File: config.mk
export PLATFORM = sky130hd
export DESIGN_NAME = cnu_min2_stream
export DESIGN_NICKNAME = d
export VERILOG_FILES = /design/src/rtl/cnu_min2_stream.sv
export SDC_FILE = /design/constraint.sdc
export NUM_CORES = 1
export LEC_CHECK = 0
export ABC_AREA = 0
export CORE_AREA = 3 3 64 72
export DETAILED_ROUTE_END_ITERATION = 8
export DIE_AREA = 0 0 67 75
export GPL_TIMING_DRIVEN = 1
export PLACE_DENSITY = 0.89
export SLEW_MARGIN = 10
export SYNTH_ARGS = -nofsm -noshare
export SYNTH_HDL_FRONTEND = slang
export SYNTH_SLANG_ARGS = --single-unit
File: constraint.sdc
create_clock -name sys_clk -period 6.7 [get_ports sys_clk]
set_clock_uncertainty 0.1 [all_clocks]
set_input_delay 1.34 -clock sys_clk [delete_from_list [all_inputs] [get_ports sys_clk]]
set_output_delay 1.34 -clock sys_clk [all_outputs]
set_load 0.01 [all_outputs]
File: src/rtl/cnu_min2_stream.sv
// Streaming two-minimum finder for check-node units: tracks min1/min2 and their
// beat positions over a programmable-degree frame, with a one-deep result register.
module cnu_min2_stream #(
   parameter int MAX_DEGREE     = 10,
   parameter int QUAN_SIZE      = 3,
   parameter int INDEX_BITWIDTH = $clog2(MAX_DEGREE),
   parameter int DEG_W          = $clog2(MAX_DEGREE + 1)
) (
   input  logic                      sys_clk,
   input  logic                      rstn,
   input  logic                      clr,
   input  logic [DEG_W-1:0]          cfg_degree,
   input  logic                      in_valid,
   output logic                      in_ready,
   input  logic [QUAN_SIZE-1:0]      in_msg,
   output logic                      out_valid,
   input  logic                      out_ready,
   output logic [QUAN_SIZE-1:0]      m1,
   output logic [QUAN_SIZE-1:0]      m2,
   output logic [INDEX_BITWIDTH-1:0] min_1_index,
   output logic [INDEX_BITWIDTH-1:0] min_2_index,
   output logic                      deg_err
);

   typedef enum logic {IDLE, ACC} state_e;

   state_e                    state_q, state_d;
   logic [DEG_W-1:0]          cnt_q, cnt_d, deg_q, deg_d;
   logic                      err_q, err_d;
   logic [QUAN_SIZE-1:0]      min1_q, min1_d, min2_q, min2_d;
   logic [INDEX_BITWIDTH-1:0] idx1_q, idx1_d, idx2_q, idx2_d;

   logic                      ov_q, ov_d, rerr_q;
   logic [QUAN_SIZE-1:0]      rm1_q, rm2_q;
   logic [INDEX_BITWIDTH-1:0] ri1_q, ri2_q;

   logic                      beat, last, load, bad_deg;
   logic [INDEX_BITWIDTH-1:0] pos;
   logic [QUAN_SIZE-1:0]      u_min1, u_min2;
   logic [INDEX_BITWIDTH-1:0] u_idx1, u_idx2;

   // Only the closing beat must wait for the result register to drain.
   assign last     = (state_q == ACC) && (cnt_q == deg_q - DEG_W'(1));
   assign in_ready = !(last && ov_q && !out_ready);
   assign beat     = in_valid && in_ready;
   assign pos      = INDEX_BITWIDTH'(cnt_q);
   assign bad_deg  = (cfg_degree < DEG_W'(2)) || (cfg_degree > DEG_W'(MAX_DEGREE));

   // Strict compares keep the earlier position on ties.
   always_comb begin
      u_min1 = min1_q;
      u_min2 = min2_q;
      u_idx1 = idx1_q;
      u_idx2 = idx2_q;
      if (in_msg < min1_q) begin
         u_min2 = min1_q;
         u_idx2 = idx1_q;
         u_min1 = in_msg;
         u_idx1 = pos;
      end else if (in_msg < min2_q) begin
         u_min2 = in_msg;
         u_idx2 = pos;
      end
   end

   always_comb begin
      state_d = state_q;
      cnt_d   = cnt_q;
      deg_d   = deg_q;
      err_d   = err_q;
      min1_d  = min1_q;
      min2_d  = min2_q;
      idx1_d  = idx1_q;
      idx2_d  = idx2_q;
      load    = 1'b0;
      if (clr || (beat && last)) begin
         load    = !clr;
         state_d = IDLE;
         cnt_d   = '0;
         min1_d  = '1;
         min2_d  = '1;
         idx1_d  = '0;
         idx2_d  = '0;
      end else if (beat) begin
         if (state_q == IDLE) begin
            state_d = ACC;
            cnt_d   = DEG_W'(1);
            deg_d   = bad_deg ? DEG_W'(MAX_DEGREE) : cfg_degree;
            err_d   = bad_deg;
            min1_d  = in_msg;
            idx1_d  = '0;
            min2_d  = '1;
            idx2_d  = '0;
         end else begin
            cnt_d  = cnt_q + DEG_W'(1);
            min1_d = u_min1;
            min2_d = u_min2;
            idx1_d = u_idx1;
            idx2_d = u_idx2;
         end
      end
      ov_d = load || (ov_q && !out_ready);
   end

   always_ff @(posedge sys_clk or negedge rstn) begin
      if (!rstn) begin
         state_q <= IDLE;
         cnt_q   <= '0;
         deg_q   <= '0;
         err_q   <= 1'b0;
         min1_q  <= '1;
         min2_q  <= '1;
         idx1_q  <= '0;
         idx2_q  <= '0;
         ov_q    <= 1'b0;
         rm1_q   <= '0;
         rm2_q   <= '0;
         ri1_q   <= '0;
         ri2_q   <= '0;
         rerr_q  <= 1'b0;
      end else begin
         state_q <= state_d;
         cnt_q   <= cnt_d;
         deg_q   <= deg_d;
         err_q   <= err_d;
         min1_q  <= min1_d;
         min2_q  <= min2_d;
         idx1_q  <= idx1_d;
         idx2_q  <= idx2_d;
         ov_q    <= ov_d;
         if (load) begin
            rm1_q  <= u_min1;
            rm2_q  <= u_min2;
            ri1_q  <= u_idx1;
            ri2_q  <= u_idx2;
            rerr_q <= err_q;
         end
      end
   end

   assign out_valid   = ov_q;
   assign m1          = rm1_q;
   assign m2          = rm2_q;
   assign min_1_index = ri1_q;
   assign min_2_index = ri2_q;
   assign deg_err     = rerr_q;

endmodule

==> run_results.csv <==
group,metric,value,unit
yosys,synthMuxAreaShare,12.9,%
detailed_routing,wl_met2,1990,um
clock_tree,cts_setup_buffers,0,
yosys,synth-simple-area-share,11.6,%
place,place_hpwl,2870,um
clock_tree,cts_resized,0,
floorplan,core,3960,sq um
power,p_clk_share,23.6,%
status,status,"finished, final reports clean",
yosys,synth_xor_area_share,3.86,%
power,p_comb_share,30.1,%
setup_path,crit_path_cell_trace,"clkdlybuf4s50_1 -> nand2b_1 -> or3_2 -> clkdlybuf4s50_1",
final_layout,multi_input_area,1070,sq um
yosys,syn-num-nets,212,
yosys,synth_top_area_share,39.1,%
clock_tree,cts.sinks,40,
final_layout,fillers,317,
global_route,grt.total_usage,17.9,%
floorplan,start_util,54.8,%
floorplan,io-pin-count,29,
setup_path,critPathMaxFanout,4,
setup_path,endpoint_kind,"output pin",
detailed_routing,wl_met1,1780,um
floorplan,die_h,75,um
detailed_routing,wl_met3,102,um
setup_path,slowest_stage,"clkdlybuf4s50_1",
clock_tree,htreeDepth,2,
yosys,synth_ff_type,"dfrtp_1",
run,cap_violations,0,
detailed_routing,vias_per_cell,5.46,
yosys,ys_seq_area_share,46.4,%
power,p_seq_share,46.3,%
detailed_routing,dr.first_iter.drc_count,63,
detailed_routing,drt_pass1_iterations,4,
power,powerDensity,263,nW/um^2
final_layout,regArea,1010,sq um
power,irDropWorstVdd,0.203,mV
timing,tightest_slew,0.977,ns
yosys,syn_avg_cell_area,11.2,sq um
global_route,grt_pass1_wl,6700,um
final_layout,diodes,0,
clock_tree,postCtsHoldBufs,0,
detailed_routing,drc,0,
min_path,hold_path.class,"flip-flop to flip-flop",
detailed_routing,routed.top_layer,"met4",
final_layout,nets,238,
timing,setup_violations,0,
yosys,yosysWarnings,0,
clock_tree,clkLatencyLatePin,0.30,ns
clock_tree,clk_pin_slew,0.08,ns
yosys,synth_area_leaders,"dfrtp_1 39%, mux2_2 8.3%, dfstp_2 7.3%, mux2i_1 4.6%, a21oi_1 3.5%",
clock_tree,clock_path_buffers,2,
global_route,grt_pass1_vias,1522,
yosys,synthDistinctLibCells,45,
place,portBuffers,28,
clock_tree,root_buffer,"clkbuf_8",
clock_tree,cts_buffers,5,
timing,rsz0062_at_grt,"no",
timing,fin_crit_sh,63.9,%
global_route,grt.overflow.total,0,
yosys,synth_top_area_cell,"dfrtp_1",
detailed_routing,ant_nets,0,
clock_tree,cts_tree,"yes",
yosys,synth_fa_ha_area_share,3.45,%
yosys,postSynthCellCount,194,
final_layout,drive_gt1_share,21.7,%
timing,hold_violations,0,
power,leakage,1.14,nW
yosys,synth-edff-count,0,
yosys,synth_top_family_by_area,"compound AO/OA/AOI/OAI gates",
timing,setup_tns,0,ns
power,p_int,0.465,mW
timing,fmaxAchievable,234,MHz
detailed_routing,vias,1490,
timing,min_period,4.28,ns
detailed_routing,post_drt_wl_per_cell,14.4,um
setup_path,crit_type,"input pin to output pin",
floorplan,die_w,67,um
final_layout,utilization,64.0,%
floorplan,num_rows,24,
timing,drv_slew,0,
global_route,antenna_found_initial,0,
yosys,synth-seq-cells,40,
setup_path,cpPeakStageDelay,0.49,ns
yosys,synth_compound_area_share,17.3,%
yosys,synth-async-reset-ratio,100,%
timing,relSlewSlack,34.8,%
setup_path,arrival,2.84,ns
power,switching_power,0.202,mW
setup_path,required,5.26,ns
global_route,grt_max_degree,41,
setup_path,cp_common_cell,"clkdlybuf4s50_1",
place,gp_congestion,0.753,
detailed_routing,routed_wl,3940,um
setup_path,critPathLaunchType,"input pin",
floorplan,die_area,5030,sq um
yosys,syn_area,2170,sq um
final_layout,area_delta_synth_final,16.7,%
power,swShare,30.3,%
-- cells in the final DEF, fill, tap and decap left out, types with 3 or more instances in the layout --
cell             count
a21oi_1             15
a22o_1               4
a22o_2               5
clkbuf_8             5
clkdlybuf4s50_1     27
dfrtp_1             34
dfstp_2              6
ha_1                 6
inv_1                9
mux2_2              16
mux2i_1             10
nand2_1             12
nor2_1              16
nor2b_1              4
o21ai_0             11
o32a_1               3
xor2_1               3
-- kinds of logic after synthesis --
kind of cell	count (synthesis)
AO/OA/AOI/OAI	51
AND/OR/NAND/NOR	46
flip-flops	40
multiplexers	26
buffers and inverters	18
XOR/XNOR	7
adder cells (fa/ha/maj)	6
-- through the flow --
stage	cell area (sq um)	hold WS, ns	power, mW	setup WS, ns	cells
after floorplan	2170	0.344	0.423	3.29	194
after global placement	2450	0.368	0.510	2.43	265
after detailed placement	2450	0.375	0.518	2.41	265
after CTS	2540	0.392	0.676	2.41	273
after global routing	2540	0.422	0.710	2.34	273
final	2540	0.385	0.667	2.42	273
-- worst max-delay path, delay by kind of cell --
family	cells	cell delay, ns
buffers and inverters	2	0.87
and+or+nand+nor	2	0.63
-- final timing paths --
kind                            depth (start not counted)       from  endpoint  slack [ns]
worst max-delay path                                    4  out_ready  in_ready        2.42
worst min-delay path                                    2      err_q     err_q        0.39
worst max register to register                          6   deg_q[0]   deg_err        4.03
worst min register to register                          2      err_q     err_q        0.39
max in group asynchronous                               1       rstn     m2[2]        4.91
min in group asynchronous                               1       rstn  deg_q[3]        1.05
-- layout make-up --
class,instances,share of cell area [%]
sequential,40,39.8
tap,52,2.57
clock inverter,3,0.740
inverter,9,1.33
clock buffer,5,2.71
multi-input combinational,136,42.0
timing repair buffer,28,10.9
-- layer usage --
layer  GRT usage [%]  vias up
met5               0        -
met4            8.56        0
met2            31.0       19
met3            3.73        4
li1                -      745
met1            21.2      722
-- flip-flops by register name, indices dropped and copies added (netlist names) --
name,count
out_valid,1
state_q,1
min_1_index,4
idx1_q,4
cnt_q,4
m2,3
deg_q,4
min2_q,3
min1_q,3
err_q,1
min_2_index,4
idx2_q,4
deg_err,1
m1,3
-- cell usage after synthesis, types with 2 or more instances --
| master | instances |
|---|---|
| a21oi_1 | 15 |
| a22o_1 | 4 |
| a22o_2 | 5 |
| a2bb2oi_1 | 2 |
| buf_2 | 2 |
| buf_6 | 3 |
| clkbuf_2 | 2 |
| dfrtp_1 | 34 |
| dfstp_2 | 6 |
| ha_1 | 6 |
| inv_1 | 9 |
| mux2_2 | 16 |
| mux2i_1 | 10 |
| nand2_1 | 12 |
| nand2b_1 | 2 |
| nand3_1 | 2 |
| nor2_1 | 16 |
| nor2b_1 | 4 |
| nor3_4 | 2 |
| o21ai_0 | 11 |
| o32a_1 | 3 |
| or2_2 | 2 |
| xnor2_1 | 2 |
| xor2_1 | 3 |
-- power groups by stage --
stage          logic, mW  registers (mW)  clock network [mW]
3_5_place_dp       0.204           0.314                   0
6_report           0.201           0.308               0.157
4_1_cts            0.204           0.309               0.162
3_3_place_gp       0.198           0.312                   0
5_1_grt            0.223           0.315               0.172
2_1_floorplan     0.0982           0.325                   0
Note: power is estimated with default switching activity, not from simulation.
